$ cat src/rtl/pu_pkg.sv
// Shared definitions for the pipelined radix-2 butterfly unit: default widths,
// saturation limits, butterfly mode encoding and complex-word pack/unpack helpers.
package pu_pkg;

   localparam int DW_DEF    = 16;
   localparam int TW_DEF    = 20;
   localparam int TFRAC_DEF = 16;

   localparam logic signed [DW_DEF-1:0] SAT_MAX = {1'b0, {(DW_DEF-1){1'b1}}};
   localparam logic signed [DW_DEF-1:0] SAT_MIN = {1'b1, {(DW_DEF-1){1'b0}}};

   typedef enum logic {
      MODE_DIF = 1'b0,
      MODE_DIT = 1'b1
   } bfly_mode_e;

   function automatic logic [2*DW_DEF-1:0] cplx_pack(input logic signed [DW_DEF-1:0] re,
                                                     input logic signed [DW_DEF-1:0] im);
      return {re, im};
   endfunction

   function automatic logic signed [DW_DEF-1:0] cplx_re(input logic [2*DW_DEF-1:0] w);
      return w[2*DW_DEF-1:DW_DEF];
   endfunction

   function automatic logic signed [DW_DEF-1:0] cplx_im(input logic [2*DW_DEF-1:0] w);
      return w[DW_DEF-1:0];
   endfunction

endpackage

$ cat src/rtl/pu_rndsat.sv
// Round-half-up arithmetic right shift by a run-time amount, then clamp one
// component to the signed OW-bit range, flagging when the clamp engaged.
module pu_rndsat
   import pu_pkg::*;
#(
   parameter int IW = 40,
   parameter int OW = DW_DEF,
   parameter int KW = 8
) (
   input  logic signed [IW-1:0] i_val,
   input  logic        [KW-1:0] i_k,
   output logic signed [OW-1:0] o_val,
   output logic                 o_sat
);

   localparam logic signed [IW:0] HI = {{(IW-OW+2){1'b0}}, {(OW-1){1'b1}}};
   localparam logic signed [IW:0] LO = {{(IW-OW+2){1'b1}}, {(OW-1){1'b0}}};

   logic signed [IW:0] w_ext;
   logic signed [IW:0] w_half;
   logic signed [IW:0] w_sum;
   logic signed [IW:0] w_rnd;

   // One guard bit above IW keeps the rounding add from wrapping; k = 0 adds nothing.
   always_comb begin
      w_ext  = (IW+1)'(i_val);
      w_half = '0;
      if (i_k != '0) begin
         w_half = (IW+1)'(1) <<< (i_k - 1'b1);
      end
      w_sum = w_ext + w_half;
      w_rnd = w_sum >>> i_k;
      o_sat = 1'b0;
      o_val = w_rnd[OW-1:0];
      if (w_rnd > HI) begin
         o_val = HI[OW-1:0];
         o_sat = 1'b1;
      end else if (w_rnd < LO) begin
         o_val = LO[OW-1:0];
         o_sat = 1'b1;
      end
   end

endmodule

$ cat src/rtl/pu_pipe.sv
// Three-stage pipelined radix-2 butterfly (DIF/DIT per transaction) with optional
// divide-by-2 scaling, saturation, sticky overflow and a global-stall valid/ready flow.
module pu_pipe
   import pu_pkg::*;
#(
   parameter int DW    = DW_DEF,
   parameter int TW    = TW_DEF,
   parameter int TFRAC = TFRAC_DEF
) (
   input  logic          clk,
   input  logic          rst_n,
   input  logic          in_valid,
   output logic          in_ready,
   input  logic [2*DW-1:0] x_in,
   input  logic [2*DW-1:0] y_in,
   input  logic [2*TW-1:0] w_in,
   input  logic          mode_dit,
   input  logic          scale,
   output logic          out_valid,
   input  logic          out_ready,
   output logic [2*DW-1:0] a_out,
   output logic [2*DW-1:0] b_out,
   output logic          out_sat,
   output logic          ovf,
   input  logic          ovf_clr
);

   localparam int AW = DW + 1;
   localparam int PW = AW + TW + 1;
   localparam int SW = PW + 2;
   localparam int KW = 8;

   logic w_en;
   logic r3_valid;

   logic signed [DW-1:0] w_xre, w_xim, w_yre, w_yim;
   logic signed [AW-1:0] w_s1_are, w_s1_aim, w_s1_dre, w_s1_dim;

   logic                 r1_valid, r1_scale;
   bfly_mode_e           r1_mode;
   logic signed [AW-1:0] r1_are, r1_aim, r1_dre, r1_dim;
   logic signed [TW-1:0] r1_wre, r1_wim;

   logic signed [PW-1:0] w_pre, w_pim;

   logic                 r2_valid, r2_scale;
   bfly_mode_e           r2_mode;
   logic signed [AW-1:0] r2_are, r2_aim;
   logic signed [PW-1:0] r2_pre, r2_pim;

   logic signed [SW-1:0] w_xs_re, w_xs_im, w_p_re, w_p_im;
   logic signed [SW-1:0] w_va_re, w_va_im, w_vb_re, w_vb_im;
   logic        [KW-1:0] w_k_a, w_k_b;
   logic signed [DW-1:0] w_a_re, w_a_im, w_b_re, w_b_im;
   logic        [3:0]    w_sat;
   logic                 w_sat_any;

   logic signed [DW-1:0] r3_are, r3_aim, r3_bre, r3_bim;
   logic                 r3_sat, r_ovf;

   assign w_en     = !r3_valid || out_ready;
   assign in_ready = w_en;

   // DIT reuses the A/D slots for X/Y so S2 always multiplies the D slot by W.
   always_comb begin
      w_xre = x_in[2*DW-1:DW];
      w_xim = x_in[DW-1:0];
      w_yre = y_in[2*DW-1:DW];
      w_yim = y_in[DW-1:0];
      if (mode_dit) begin
         w_s1_are = AW'(w_xre);
         w_s1_aim = AW'(w_xim);
         w_s1_dre = AW'(w_yre);
         w_s1_dim = AW'(w_yim);
      end else begin
         w_s1_are = AW'(w_xre) + AW'(w_yre);
         w_s1_aim = AW'(w_xim) + AW'(w_yim);
         w_s1_dre = AW'(w_xre) - AW'(w_yre);
         w_s1_dim = AW'(w_xim) - AW'(w_yim);
      end
   end

   always_ff @(posedge clk or negedge rst_n) begin
      if (!rst_n) begin
         r1_valid <= 1'b0;
         r1_scale <= 1'b0;
         r1_mode  <= MODE_DIF;
         r1_are   <= '0;
         r1_aim   <= '0;
         r1_dre   <= '0;
         r1_dim   <= '0;
         r1_wre   <= '0;
         r1_wim   <= '0;
      end else if (w_en) begin
         r1_valid <= in_valid;
         r1_scale <= scale;
         r1_mode  <= mode_dit ? MODE_DIT : MODE_DIF;
         r1_are   <= w_s1_are;
         r1_aim   <= w_s1_aim;
         r1_dre   <= w_s1_dre;
         r1_dim   <= w_s1_dim;
         r1_wre   <= w_in[2*TW-1:TW];
         r1_wim   <= w_in[TW-1:0];
      end
   end

   assign w_pre = PW'(r1_dre) * PW'(r1_wre) - PW'(r1_dim) * PW'(r1_wim);
   assign w_pim = PW'(r1_dre) * PW'(r1_wim) + PW'(r1_dim) * PW'(r1_wre);

   always_ff @(posedge clk or negedge rst_n) begin
      if (!rst_n) begin
         r2_valid <= 1'b0;
         r2_scale <= 1'b0;
         r2_mode  <= MODE_DIF;
         r2_are   <= '0;
         r2_aim   <= '0;
         r2_pre   <= '0;
         r2_pim   <= '0;
      end else if (w_en) begin
         r2_valid <= r1_valid;
         r2_scale <= r1_scale;
         r2_mode  <= r1_mode;
         r2_are   <= r1_are;
         r2_aim   <= r1_aim;
         r2_pre   <= w_pre;
         r2_pim   <= w_pim;
      end
   end

   always_comb begin
      w_xs_re = SW'(r2_are) <<< TFRAC;
      w_xs_im = SW'(r2_aim) <<< TFRAC;
      w_p_re  = SW'(r2_pre);
      w_p_im  = SW'(r2_pim);
      w_k_b   = KW'(TFRAC) + KW'(r2_scale);
      if (r2_mode == MODE_DIT) begin
         w_va_re = w_xs_re + w_p_re;
         w_va_im = w_xs_im + w_p_im;
         w_vb_re = w_xs_re - w_p_re;
         w_vb_im = w_xs_im - w_p_im;
         w_k_a   = w_k_b;
      end else begin
         w_va_re = SW'(r2_are);
         w_va_im = SW'(r2_aim);
         w_vb_re = w_p_re;
         w_vb_im = w_p_im;
         w_k_a   = KW'(r2_scale);
      end
   end

   pu_rndsat #(.IW(SW), .OW(DW), .KW(KW)) u_rs_are (
      .i_val(w_va_re), .i_k(w_k_a), .o_val(w_a_re), .o_sat(w_sat[0]));
   pu_rndsat #(.IW(SW), .OW(DW), .KW(KW)) u_rs_aim (
      .i_val(w_va_im), .i_k(w_k_a), .o_val(w_a_im), .o_sat(w_sat[1]));
   pu_rndsat #(.IW(SW), .OW(DW), .KW(KW)) u_rs_bre (
      .i_val(w_vb_re), .i_k(w_k_b), .o_val(w_b_re), .o_sat(w_sat[2]));
   pu_rndsat #(.IW(SW), .OW(DW), .KW(KW)) u_rs_bim (
      .i_val(w_vb_im), .i_k(w_k_b), .o_val(w_b_im), .o_sat(w_sat[3]));

   assign w_sat_any = r2_valid && (|w_sat);

   always_ff @(posedge clk or negedge rst_n) begin
      if (!rst_n) begin
         r3_valid <= 1'b0;
         r3_sat   <= 1'b0;
         r3_are   <= '0;
         r3_aim   <= '0;
         r3_bre   <= '0;
         r3_bim   <= '0;
      end else if (w_en) begin
         r3_valid <= r2_valid;
         r3_sat   <= w_sat_any;
         r3_are   <= w_a_re;
         r3_aim   <= w_a_im;
         r3_bre   <= w_b_re;
         r3_bim   <= w_b_im;
      end
   end

   // A saturating result landing in S3 outranks a clear in the same cycle.
   always_ff @(posedge clk or negedge rst_n) begin
      if (!rst_n) begin
         r_ovf <= 1'b0;
      end else if (w_en && w_sat_any) begin
         r_ovf <= 1'b1;
      end else if (ovf_clr) begin
         r_ovf <= 1'b0;
      end
   end

   assign out_valid = r3_valid;
   assign a_out     = {r3_are, r3_aim};
   assign b_out     = {r3_bre, r3_bim};
   assign out_sat   = r3_sat;
   assign ovf       = r_ovf;

endmodule
$ cat config.mk
export PLATFORM = sky130hd
export DESIGN_NAME = pu_pipe
export DESIGN_NICKNAME = d
export VERILOG_FILES = /design/src/rtl/pu_pkg.sv /design/src/rtl/pu_rndsat.sv /design/src/rtl/pu_pipe.sv
export SDC_FILE = /design/constraint.sdc
export NUM_CORES = 2
export LEC_CHECK = 0
export ABC_AREA = 1
export ABC_CLOCK_PERIOD_IN_PS = 17900
export BUFFER_PORTS_ARGS = -buffer_cell sky130_fd_sc_hd__buf_4
export CAP_MARGIN = 20
export CELL_PAD_IN_SITES_DETAIL_PLACEMENT = 0
export CELL_PAD_IN_SITES_GLOBAL_PLACEMENT = 1
export CORE_MARGIN = 2
export CORE_UTILIZATION = 35
export DETAILED_ROUTE_END_ITERATION = 7
export PLACE_DENSITY = 0.72
export REMOVE_ABC_BUFFERS = 1
export SYNTH_ARGS = -nofsm -noshare
export SYNTH_HDL_FRONTEND = slang
export SYNTH_SLANG_ARGS = --single-unit
$ cat constraint.sdc
create_clock -name clk -period 17.9 [get_ports clk]
set_input_delay 2.685 -clock clk [delete_from_list [all_inputs] [get_ports clk]]
set_output_delay 2.685 -clock clk [all_outputs]
set_load 0.05 [all_outputs]
Word-level counts from Yosys, hierarchy flattened

Cells that the tools add are included.

Add/sub/neg operators: 17
Multiply operators: 4
Divide/modulo/power cells: 0
$lt $le $gt $ge: 8
Equal/unequal tests: 0
Shift operators: 6
Mux-type cells: 30
Bitwise operators: 0
Reductions and logical operators: 8

Operator list:

| kind                                                             | count |
|---|---|
| adder 40 x 41 -> 41 bit                                          | 4 |
| greater-than comparator 41 x 16 -> 1 bit (second input constant) | 4 |
| < comparator 41 x 16 -> 1 bit (second input constant)            | 4 |
| >>> shifter 41 x 6 -> 41 bit                                     | 4 |
| 2-to-1 mux 40 bit                                                | 4 |
| multiplier 17 x 20 -> 37 bit                                     | 4 |
| 2-to-1 mux 16 bit                                                | 8 |
| 2-to-1 mux 41 bit                                                | 2 |
| <<< shifter 2 x 8 -> 41 bit (first input constant)               | 2 |
| adder 33 x 38 -> 39 bit                                          | 2 |
| subtractor 33 x 38 -> 39 bit                                     | 2 |
| 2-to-1 mux 17 bit                                                | 4 |
| adder 37 x 37 -> 38 bit                                          | 1 |
| subtractor 37 x 37 -> 38 bit                                     | 1 |
| adder 16 x 16 -> 17 bit                                          | 2 |
| subtractor 16 x 16 -> 17 bit                                     | 2 |
| nonzero test 8 bit                                               | 2 |
| subtractor 6 x 1 -> 7 bit (second input constant)                | 2 |
| 2-to-1 mux 1 bit                                                 | 11 |
| adder 5 x 1 -> 6 bit (first input constant)                      | 1 |
| 2-to-1 mux 6 bit                                                 | 1 |
| OR reduction 4 bit                                               | 1 |
| logical AND 1 bit                                                | 2 |
| nonzero test 2 bit                                               | 1 |
| 2 further kinds                                                  | 2 |

Flip-flop bits (word level): 291
Latch bits: 0
Bits in writable memories: 0
Memory bits (read-only): 0
Bits of input ports: 111
Output and inout bits: 68
Word-level logic and storage cells: 96
Memories: 0

Depth between registers and ports, before layout

Word-level depth: 14
Mapped depth: 50

Modules after synthesis

From an unflattened synthesis, not the netlist that was laid out.

Cells, all modules: 15938
Area, all modules: 103948.4 sq um

By module, submodules not included:

| module    | instances | cells an instance | area each (sq um) | seq. area each (sq um) |
|---|---|---|---|---|
| pu_pipe   | 1         | 10054             | 76206.8           | 7282.0 |
| pu_rndsat | 4         | 1471              | 6935.4            | 0.0 |

Worst setup path before layout

No wires, ideal clock.

Path type: reg-to-reg
Start point: register r1_wre[8]
End point: register r2_pre[32]
Library setup time: 130 ps
Arrival: 7361 ps
Data required time: 17770 ps
Path slack: 10409 ps
Stages on the path, launching flop included: 32
Path buffers: 2
Period minus slack after synthesis: 7491 ps
Path through: dfrtp_1 -> clkbuf_1 -> clkbuf_1 -> nand2_1 -> fa_1 -> inv_1 -> fa_1 -> fa_1 -> inv_1 -> fa_1 -> fa_1 -> fa_1 -> fa_1 -> inv_1 -> fa_1 -> ha_1 -> a21oi_1 -> o21ai_0 -> a21oi_1 -> nand2_1 -> a21oi_1 -> inv_1 -> a21oi_1 -> inv_1 -> a21oi_1 -> inv_1 -> a21oi_1 -> o21a_1 -> o21ai_0 -> or2_2 -> nand3_1 -> o21ai_0

Cells in the longest elaborated chain, start to end: 2

Ends and longest elaborated chain:

| what                         | line           | text |
|---|---|---|
| start, declared              | pu_pipe.sv:42  | `logic signed [TW-1:0] r1_wre, r1_wim;` |
| start signal, assigned       | pu_pipe.sv:102 | `r1_wre <= w_in[2*TW-1:TW];` |
| multiplier 17 x 20 -> 37 bit | pu_pipe.sv:107 | `assign w_pre = PW'(r1_dre) * PW'(r1_wre) - PW'(r1_dim) * PW'(r1_wim);` |
| subtractor 37 x 37 -> 38 bit | pu_pipe.sv:107 |  |
| end signal, assigned         | pu_pipe.sv:125 | `r2_pre <= w_pre;` |
| end, declared                | pu_pipe.sv:49  | `logic signed [PW-1:0] r2_pre, r2_pim;` |

No other way between the ends.
A chain may end at the register's enable or synchronous reset.

Worst setup path after layout

Start point: register r1_dim[0]
End point: register r2_pre[32]

Cells in the longest elaborated chain, start to end: 2

Ends and longest elaborated chain:

| what                         | line           | text |
|---|---|---|
| start, declared              | pu_pipe.sv:41  | `logic signed [AW-1:0] r1_are, r1_aim, r1_dre, r1_dim;` |
| start signal, assigned       | pu_pipe.sv:101 | `r1_dim <= w_s1_dim;` |
| multiplier 17 x 20 -> 37 bit | pu_pipe.sv:107 |  |
| subtractor 37 x 37 -> 38 bit | pu_pipe.sv:107 |  |

No other way between the ends.

==> results_dict.tcl <==
set metrics [dict create \
    synth-xor-area-share 0.0175 \
    max_cap_viol_count 0 \
    skew_ns 0.0501 \
    ctsLongestPathBuffers 3 \
    critPathArrivalTime_ns 9.78 \
    first_pass_iters 6 \
    tns_ns 0 \
    yosysWarnings 0 \
    critPathRequiredTime_ns 18.41 \
    dr.first_iter.drc_count 5241 \
    syn_avg_cell_area_um2 7.33 \
    fillers 25000 \
    synth_edf_count 0 \
    synth_top_family_by_area "adder cells" \
    netlist_area_mm2 0.0829 \
    die_y_um 491 \
    max_stage_delay_ns 0.99 \
    yosysUniqueCellTypes 60 \
    num_rows 178 \
    synth_area_leaders "fa_1 (37%), nand2_1 (14%), inv_1 (12%)" \
    slew_headroom 0.263 \
    cts_root_buf "clkbuf_16" \
    crit_type "reg -> reg" \
    reg2reg_slack_ns 8.63 \
    drtAntennaViolNets 0 \
    hpwlAfterDp_um 245000 \
    drt-total-wl_um 295000 \
    die_x_um 491 \
    cts_setup_buffers 0 \
    num_vias 71500 \
    worstSkewPairLatency_ns 0.70 \
    cpMaxStageDelayCell "dfrtp_1" \
    ys_ff_latch 291 \
    antenna_found_initial 15 \
    setup_slack_ns 8.63 \
    htreeDepth 2 \
    grt_usage 0.248 \
    synth_top_area_cell "fa_1" \
    synthAdderAreaFrac 0.454 \
    wl_per_cell_um 20.5 \
    synth_most_common_cell "nand2_1" \
    first_global_vias 74600 \
    ys_seq_area_frac 0.0879 \
    hold_path.class "reg -> reg" \
    placed_cell_area_mm2 0.0873 \
    crit_top_cell "fa_1" \
    drv_slew 0 \
    synth_top_area_share 0.371 \
    drive_above_1_share 0.0468 \
    synth_async_sr_flop_share 1.00 \
    reg2reg_to "r2_pre[32]" \
    die_area_mm2 0.241 \
    cts_tree "yes" \
    grt_overflow 0 \
    grt_pass1_wl_um 459000 \
    cts_buffers 47 \
    max_freq_mhz 108 \
    cp_num_buf_inv 8 \
    period_needed_ns 9.27 \
    regToRegStartpoint "r1_dim[0]" \
    place_inst 14300 \
    layout.nets 13400 \
    synth_cells 11300 \
    synth_flop_cell "dfrtp_1" \
    io_pins 179 \
    endpoint "r2_pre[32]" \
    rsz0062_at_grt "false" \
    place_ws_ns 8.78 \
    clkSinkCount 291 \
    synth_simple_gate_area_frac 0.224 \
    design_area_mm2 0.0890 \
    vias_per_cell 4.97 \
    tightest_slew_ns 1.11 \
    ys_top_cells_by_count "nand2_1 (3,132), inv_1 (2,593), fa_1 (1,537)" \
    hold_violations 0 \
    startpoint "r1_dim[0]" \
    clk_pin_slew_ns 0.06 \
    globalplace.congestion 0.916 \
    status "finished clean" \
    endpoint_kind "register" \
    muxShareOfSynthArea 0.000242 \
    drc 0 \
    cts_hold_buf 0 \
    area_growth_pct 7.38 \
    io_buffers 178 \
    synth_compound_area_frac 0.0729 \
    setup_viol 0 \
    stdcell_count 14400 \
    crit_cells 31 \
    crit_family "adder cells" \
    fin_crit_sh 0.518 \
    rr_worst_depth 31 \
    worstSetupStartpointType "register" \
    start_util 0.352 \
    crit_fanout 22 \
    post_cts_resized 0 \
    core_mm2 0.235 \
    grt_max_degree 77 \
]
[flip-flops by register name, summed over array words and instances (netlist names), 16 cells and up]
signal / count
r1_wre: 20
r3_are: 16
r2_are: 17
r1_are: 17
r3_bim: 16
r3_bre: 16
r1_aim: 17
r2_aim: 17
r1_dim: 17
r1_dre: 17
r3_aim: 16
r1_wim: 20
r2_pim: 38
r2_pre: 38
[metrics by stage]
stage                     utilization  hold slack (ns)
after floorplan                     -            0.432
after global placement          0.371            0.447
after detailed placement        0.371            0.462
after CTS                       0.378            0.465
after global routing            0.378            0.502
final                           0.378            0.470
[cells by family after synthesis]
kind of cell / after synthesis
adder cells (fa/ha/maj): 2087
buffers and inverters: 3123
multiplexers: 2
XOR/XNOR: 166
other: 1
AO/OA/AOI/OAI: 1088
flip-flops: 291
AND/OR/NAND/NOR: 4542
[worst register-to-register path: cells and delay by family (launching register included)]
family | cells | cell delay, ns
AO/OA/AOI/OAI | 10 | 2.18
AND/OR/NAND/NOR | 4 | 0.58
buffers and inverters | 8 | 1.04
flip-flops | 1 | 0.99
adder cells (fa/ha/maj) | 9 | 4.28
[worst min path at each step]
| stage | from | cells after the start | to | slack [ns] |
|---|---|---|---|---|
| 3_3_place_gp | r2_valid | 2 | out_valid | 0.45 |
| 3_5_place_dp | r1_are[16] | 2 | r2_are[16] | 0.46 |
| 2_1_floorplan | r2_valid | 2 | out_valid | 0.43 |
| 5_1_grt | r1_valid | 2 | r2_valid | 0.50 |
| 4_1_cts | r1_valid | 2 | r2_valid | 0.47 |
| 6_report | r1_valid | 2 | r2_valid | 0.47 |
[cell type report]
type                       count  area, um2  area share
sequential                   291       7290      0.0819
clock inverter                24        305     0.00343
inverter                    2619       9840       0.111
timing repair buffer         296       2230      0.0251
tap                         3150       3940      0.0443
multi-input combinational   7946      64000       0.719
clock buffer                  62       1340      0.0151
antenna                        4       10.0    0.000112
[cell usage in the layout (no fill, tap or decap), drive strengths merged, types with 3 or more instances in the layout]
master    count
clkinvlp      8
a21oi       395
a21o         23
nand3       544
o311ai        4
bufinv        6
conb         61
nand3b        5
clkinv       16
a21boi       10
nand4        98
buf         296
xnor2        74
o21a          9
nor4          7
a22oi         3
o21bai       27
ha          550
o31ai        13
dfrtp       291
clkbuf       62
o21ai       446
diode         4
o211ai       77
xor2         92
o221ai       13
inv        2613
a31oi        56
nand2      3161
nor3         40
fa         1537
or2          33
and2         13
nor2        636
a211oi        6
[layer usage]
layer  GRT usage  vias up  part of all wire
met3      0.0232      261             0.051
met2       0.406     2032              0.46
li1            -    33300                 -
met1       0.352    35900              0.46
met5           0        -                 0
met4      0.0591        0             0.025
Power is left out: the tool's default activity adds up to more than one toggle a clock period on the data nets, which glitch-free logic cannot reach.
